**src/rtl/uart_pkg.sv**
```systemverilog
// Shared UART definitions: receiver state encoding and default frame/oversampling
// constants used by the receiver, transmitter and tick generator.
package uart_pkg;

  localparam logic [1:0] ST_IDLE  = 2'd0;
  localparam logic [1:0] ST_START = 2'd1;
  localparam logic [1:0] ST_DATA  = 2'd2;
  localparam logic [1:0] ST_STOP  = 2'd3;

  localparam int DEF_DATA_BITS  = 8;
  localparam int DEF_OVERSAMPLE = 16;
  localparam int DEF_SB_TICKS   = 16;

  function automatic int max_int(input int a, input int b);
    return (a > b) ? a : b;
  endfunction

endpackage

```
**src/rtl/sync_2ff.sv**
```systemverilog
// Two-flop synchronizer for asynchronous inputs; RST_VAL sets the value both
// stages take in reset so the output starts at the input's idle level.
module sync_2ff #(
  parameter int               WIDTH   = 1,
  parameter logic [WIDTH-1:0] RST_VAL = '0
) (
  input  logic             clk,
  input  logic             rst,
  input  logic [WIDTH-1:0] d,
  output logic [WIDTH-1:0] q
);

  logic [WIDTH-1:0] meta;

  // NOTE: sequential state uses non-blocking assignments so both stages
  // sample the pre-edge values; blocking here would collapse the two flops.
  always_ff @(posedge clk or posedge rst) begin
    if (rst) begin
      meta <= RST_VAL;
      q    <= RST_VAL;
    end else begin
      meta <= d;
      q    <= meta;
    end
  end

endmodule

```
**src/rtl/uart_rx.sv**
```systemverilog
// UART receiver: oversampled start/data/stop recovery with a one-cycle done
// strobe, framing-error flag and break suppression.
module uart_rx
  import uart_pkg::*;
#(
  parameter int DATA_BITS  = DEF_DATA_BITS,
  parameter int OVERSAMPLE = DEF_OVERSAMPLE,
  parameter int SB_TICKS   = DEF_SB_TICKS
) (
  input  logic                 clk,
  input  logic                 rst,
  input  logic                 rx,
  input  logic                 s_tick,
  output logic [DATA_BITS-1:0] dout,
  output logic                 rx_done_tick,
  output logic                 frame_err,
  output logic                 busy
);

  localparam int S_W = $clog2(max_int(OVERSAMPLE, SB_TICKS));
  localparam int N_W = $clog2(DATA_BITS);

  localparam logic [S_W-1:0] S_HALF = S_W'(OVERSAMPLE / 2 - 1);
  localparam logic [S_W-1:0] S_BIT  = S_W'(OVERSAMPLE - 1);
  localparam logic [S_W-1:0] S_STOP = S_W'(SB_TICKS - 1);
  localparam logic [N_W-1:0] N_LAST = N_W'(DATA_BITS - 1);

  logic                 rx_s;
  logic [1:0]           state;
  logic [S_W-1:0]       s_cnt;
  logic [N_W-1:0]       n_cnt;
  logic [DATA_BITS-1:0] shreg;
  // Low after a frame whose stop sampled low; a held-low line cannot restart
  // a frame until it has been seen high again.
  logic                 armed;

  sync_2ff #(.WIDTH(1), .RST_VAL(1'b1)) u_sync (
    .clk (clk),
    .rst (rst),
    .d   (rx),
    .q   (rx_s)
  );

  assign busy = (state != ST_IDLE);

  // NOTE: the shift register and output registers are reset explicitly, since
  // dout must read 0 out of reset and after a mid-frame reset.
  always_ff @(posedge clk or posedge rst) begin
    if (rst) begin
      state        <= ST_IDLE;
      s_cnt        <= '0;
      n_cnt        <= '0;
      shreg        <= '0;
      dout         <= '0;
      rx_done_tick <= 1'b0;
      frame_err    <= 1'b0;
      armed        <= 1'b1;
    end else begin
      rx_done_tick <= 1'b0;
      if (rx_s) armed <= 1'b1;

      case (state)
        ST_IDLE: begin
          if (!rx_s && armed) begin
            state <= ST_START;
            s_cnt <= '0;
          end
        end

        ST_START: begin
          if (s_tick) begin
            if (s_cnt == S_HALF) begin
              if (!rx_s) begin
                state <= ST_DATA;
                s_cnt <= '0;
                n_cnt <= '0;
              end else begin
                state <= ST_IDLE;
              end
            end else begin
              s_cnt <= s_cnt + S_W'(1);
            end
          end
        end

        ST_DATA: begin
          if (s_tick) begin
            if (s_cnt == S_BIT) begin
              s_cnt <= '0;
              shreg <= {rx_s, shreg[DATA_BITS-1:1]};
              if (n_cnt == N_LAST) state <= ST_STOP;
              else                 n_cnt <= n_cnt + N_W'(1);
            end else begin
              s_cnt <= s_cnt + S_W'(1);
            end
          end
        end

        default: begin
          if (s_tick) begin
            if (s_cnt == S_STOP) begin
              dout         <= shreg;
              frame_err    <= ~rx_s;
              rx_done_tick <= 1'b1;
              armed        <= rx_s;
              state        <= ST_IDLE;
            end else begin
              s_cnt <= s_cnt + S_W'(1);
            end
          end
        end
      endcase
    end
  end

endmodule
```
**config.mk**
```make
export PLATFORM = sky130hd
export DESIGN_NAME = uart_rx
export DESIGN_NICKNAME = d
export VERILOG_FILES = /design/src/rtl/uart_pkg.sv /design/src/rtl/sync_2ff.sv /design/src/rtl/uart_rx.sv
export SDC_FILE = /design/constraint.sdc
export NUM_CORES = 1
export LEC_CHECK = 0
export CAP_MARGIN = 10
export CELL_PAD_IN_SITES_DETAIL_PLACEMENT = 0
export CELL_PAD_IN_SITES_GLOBAL_PLACEMENT = 2
export CORE_MARGIN = 1
export CORE_UTILIZATION = 41
export DETAILED_ROUTE_END_ITERATION = 7
export HOLD_SLACK_MARGIN = 0.1
export PLACE_DENSITY_LB_ADDON = 0.15
export SLEW_MARGIN = 20
export SYNTH_ARGS = -nofsm -noshare
export SYNTH_HDL_FRONTEND = slang
export SYNTH_SLANG_ARGS = --single-unit
export TNS_END_PERCENT = 100
```
**constraint.sdc**
```tcl
create_clock -name clk -period 5.1 [get_ports clk]
set_input_delay 1.02 -clock clk [delete_from_list [all_inputs] [get_ports clk]]
set_output_delay 1.02 -clock clk [all_outputs]
set_load 0.005 [all_outputs]
```
==> flow_metrics.py <==
metrics = {
    "logic_synthesis": {
        "async_reset_ff_frac": 1.00,
        "postSynthAreaPerCell_sq_um": 12.7,
        "synth_seq_cells": 30,
        "synth_edf_count": 0,
        "synth.most_common_cell": "dfrtp_1",
        "ys_seq_area_frac": 0.531,
        "syn_area_sq_um": 1420,
        "synthesis.nets": 119,
        "synthTopCellsByArea": "dfrtp_1 (48%), mux2_2 (8.7%), mux2_4 (6.3%)",
        "ys_warn_count": 0,
        "syn_inst": 112,
        "synth_cell_type_count": 40,
        "ys.flop_type": "dfrtp_1",
        "yosysTopAreaCell": "dfrtp_1",
        "synth_common_cells": "dfrtp_1 (27), mux2_2 (11), inv_1 (7)",
        "yosysTopAreaCellShare": 0.475,
    },
    "worst_setup_path": {
        "cp_max_fo": 13,
        "r2r_setup_slack_ns": 3.15,
        "worstSetupPathType": "reg2out",
        "crit-reg2reg-launch": "s_cnt[0]",
        "worst_setup_path_end_kind": "output pin",
        "critPathLaunchType": "flop",
        "r2r-end": "shreg[0]",
        "crit_arrival_ns": 1.75,
        "critPathRequiredTime_ns": 4.08,
        "r2r_cells": 4,
    },
    "clocking": {
        "clk_pin_slew_ns": 0.09,
        "htree_levels": 2,
        "clock_path_buffers": 2,
        "cts_hold_buf": 0,
        "cts_setup_buffers": 0,
        "tritoncts": "yes",
        "clock_sinks": 30,
        "cts_buffers": 5,
        "clock-root-buffer": "clkbuf_4",
        "clock_latency_ns": 0.33,
        "cts.repair.resized": 0,
    },
    "worst_hold_path": {
        "min-delay-start": "u_sync.meta",
        "worstHoldPathType": "reg2reg",
        "hold_depth": 0,
        "hold_path_end": "u_sync.q",
    },
    "finish": {
        "area_growth_pct": 15.1,
        "layout-drive-gt1-share": 0.273,
        "antenna_cells": 0,
        "layout.nets": 134,
        "design_area_sq_um": 1640,
        "final_cells": 174,
    },
    "place": {
        "pre_cts_ws_ns": 2.18,
        "gp_congestion": 0.730,
        "dpl.hpwl_microns": 1560,
        "dp_cells": 166,
        "io_buffer_count": 14,
        "placed_area_sq_um": 1580,
    },
    "timing": {
        "tightest_slew_ns": 0.638,
        "rsz0062_at_grt": "false",
        "setup_violations": 0,
        "final_hold_viol_count": 0,
        "drv_slew": 0,
        "fin_crit_sh": 0.542,
        "fmax_ghz": 0.362,
        "finalWorstSetupSlack_ns": 2.33,
        "fin_worst_skew_ns": 0.00185,
        "relSlewSlack": 0.573,
        "period_needed_ns": 2.77,
        "fin_setup_tns_ns": 0,
    },
    "route": {
        "avgViaCountPerCell": 5.14,
        "drc": 0,
        "ant_nets": 0,
        "num_vias": 895,
        "wl_microns": 2350,
        "drtPass1Iterations": 3,
        "wl_per_cell_microns": 13.5,
        "drt_iter0_drc": 37,
    },
    "global_routing": {
        "first_global_vias": 834,
        "grt_usage": 0.148,
        "grt_overflow_total": 0,
        "antenna_found_initial": 0,
        "grt_max_degree": 31,
        "grt_pass1_wl_microns": 3810,
    },
    "job": {
        "drv_cap": 0,
    },
    "floorplanning": {
        "rows": 21,
        "io_pins": 15,
        "fp.dieW_microns": 60.9,
        "die_h_microns": 60.9,
        "initial_core_util": 0.426,
        "core_sq_um": 3340,
        "dieArea_sq_um": 3710,
    },
    "outcome": {
        "status": "finished clean",
    },
    "power_and_ir_drop": {
        "irDropWorstVdd_mv": 0.170,
        "powerDensity_nw_per_um2": 387,
        "power.leakage_nw": 0.770,
    },
}
[logic make-up (layout without fill, tap and decap cells)]
family,after synthesis,count (layout),synth area share
buf+inv,14,30,0.0546
fa+ha+maj,3,3,0.0264
mux,19,19,0.165
flops,30,30,0.531
simple gates,28,28,0.128
compound gates,18,18,0.0951
[layer usage]
layer,part of all wire,track usage,routed length (microns)
met5,0,0,0
met4,0.025,0.0974,59
met3,0.033,0.0448,78
met2,0.41,0.207,958
met1,0.53,0.196,1250
[final cells by class]
class | instances | area [sq um]
Clock buffer | 7 | 55.1
Clock inverter | 1 | 5.00
Fill cell | 330 | 1700
Inverter | 7 | 26.3
Multi-Input combinational cell | 68 | 589
Sequential cell | 30 | 754
Tap cell | 46 | 57.6
Timing Repair Buffer | 15 | 148
[layout by cell type (no fill, tap or decap), types with 3 or more instances in the layout]
cell type	synthesis	routed
ha_1	3	3
o21ai_0	4	4
clkbuf_4	0	5
mux2_4	6	6
inv_1	7	7
mux2_2	11	11
clkdlybuf4s50_1	0	14
nand2_1	6	6
dfrtp_1	27	27
dfstp_2	3	3
[sequential cells by signal (all words and copies together) (netlist names)]
signal	flops
n_cnt	3
u_sync.q	1
armed	1
u_sync.meta	1
shreg	8
rx_done_tick	1
dout	8
state	2
frame_err	1
s_cnt	4
[critical path, cell delays in order (launching register included)]
cell and delay (ns):
dfrtp_1 0.60, or2_1 0.28, clkdlybuf4s50_1 0.54
[metrics by stage]
step           utilization  power [mW]  hold WS (ns)
5_1_grt              0.490       0.679         0.368
6_report             0.490       0.632         0.361
2_1_floorplan            -       0.460         0.345
4_1_cts              0.490       0.642         0.363
3_3_place_gp         0.472       0.490         0.347
3_5_place_dp         0.472       0.491         0.349
[worst max-delay path by stage]
stage,slack (ns),from,end
finish,2.33,state[0],busy
floorplan,2.94,s_tick,dout[1]
CTS,2.31,state[0],busy
global placement,2.26,s_tick,shreg[0]
detailed placement,2.18,s_tick,shreg[0]
global route,2.25,state[0],busy
[power by group]
group	internal (mW)	switching, mW
clock	0.0667	0.0806
combinational	0.0840	0.0782
sequential	0.268	0.0546
(Power assumes the default switching activity.)
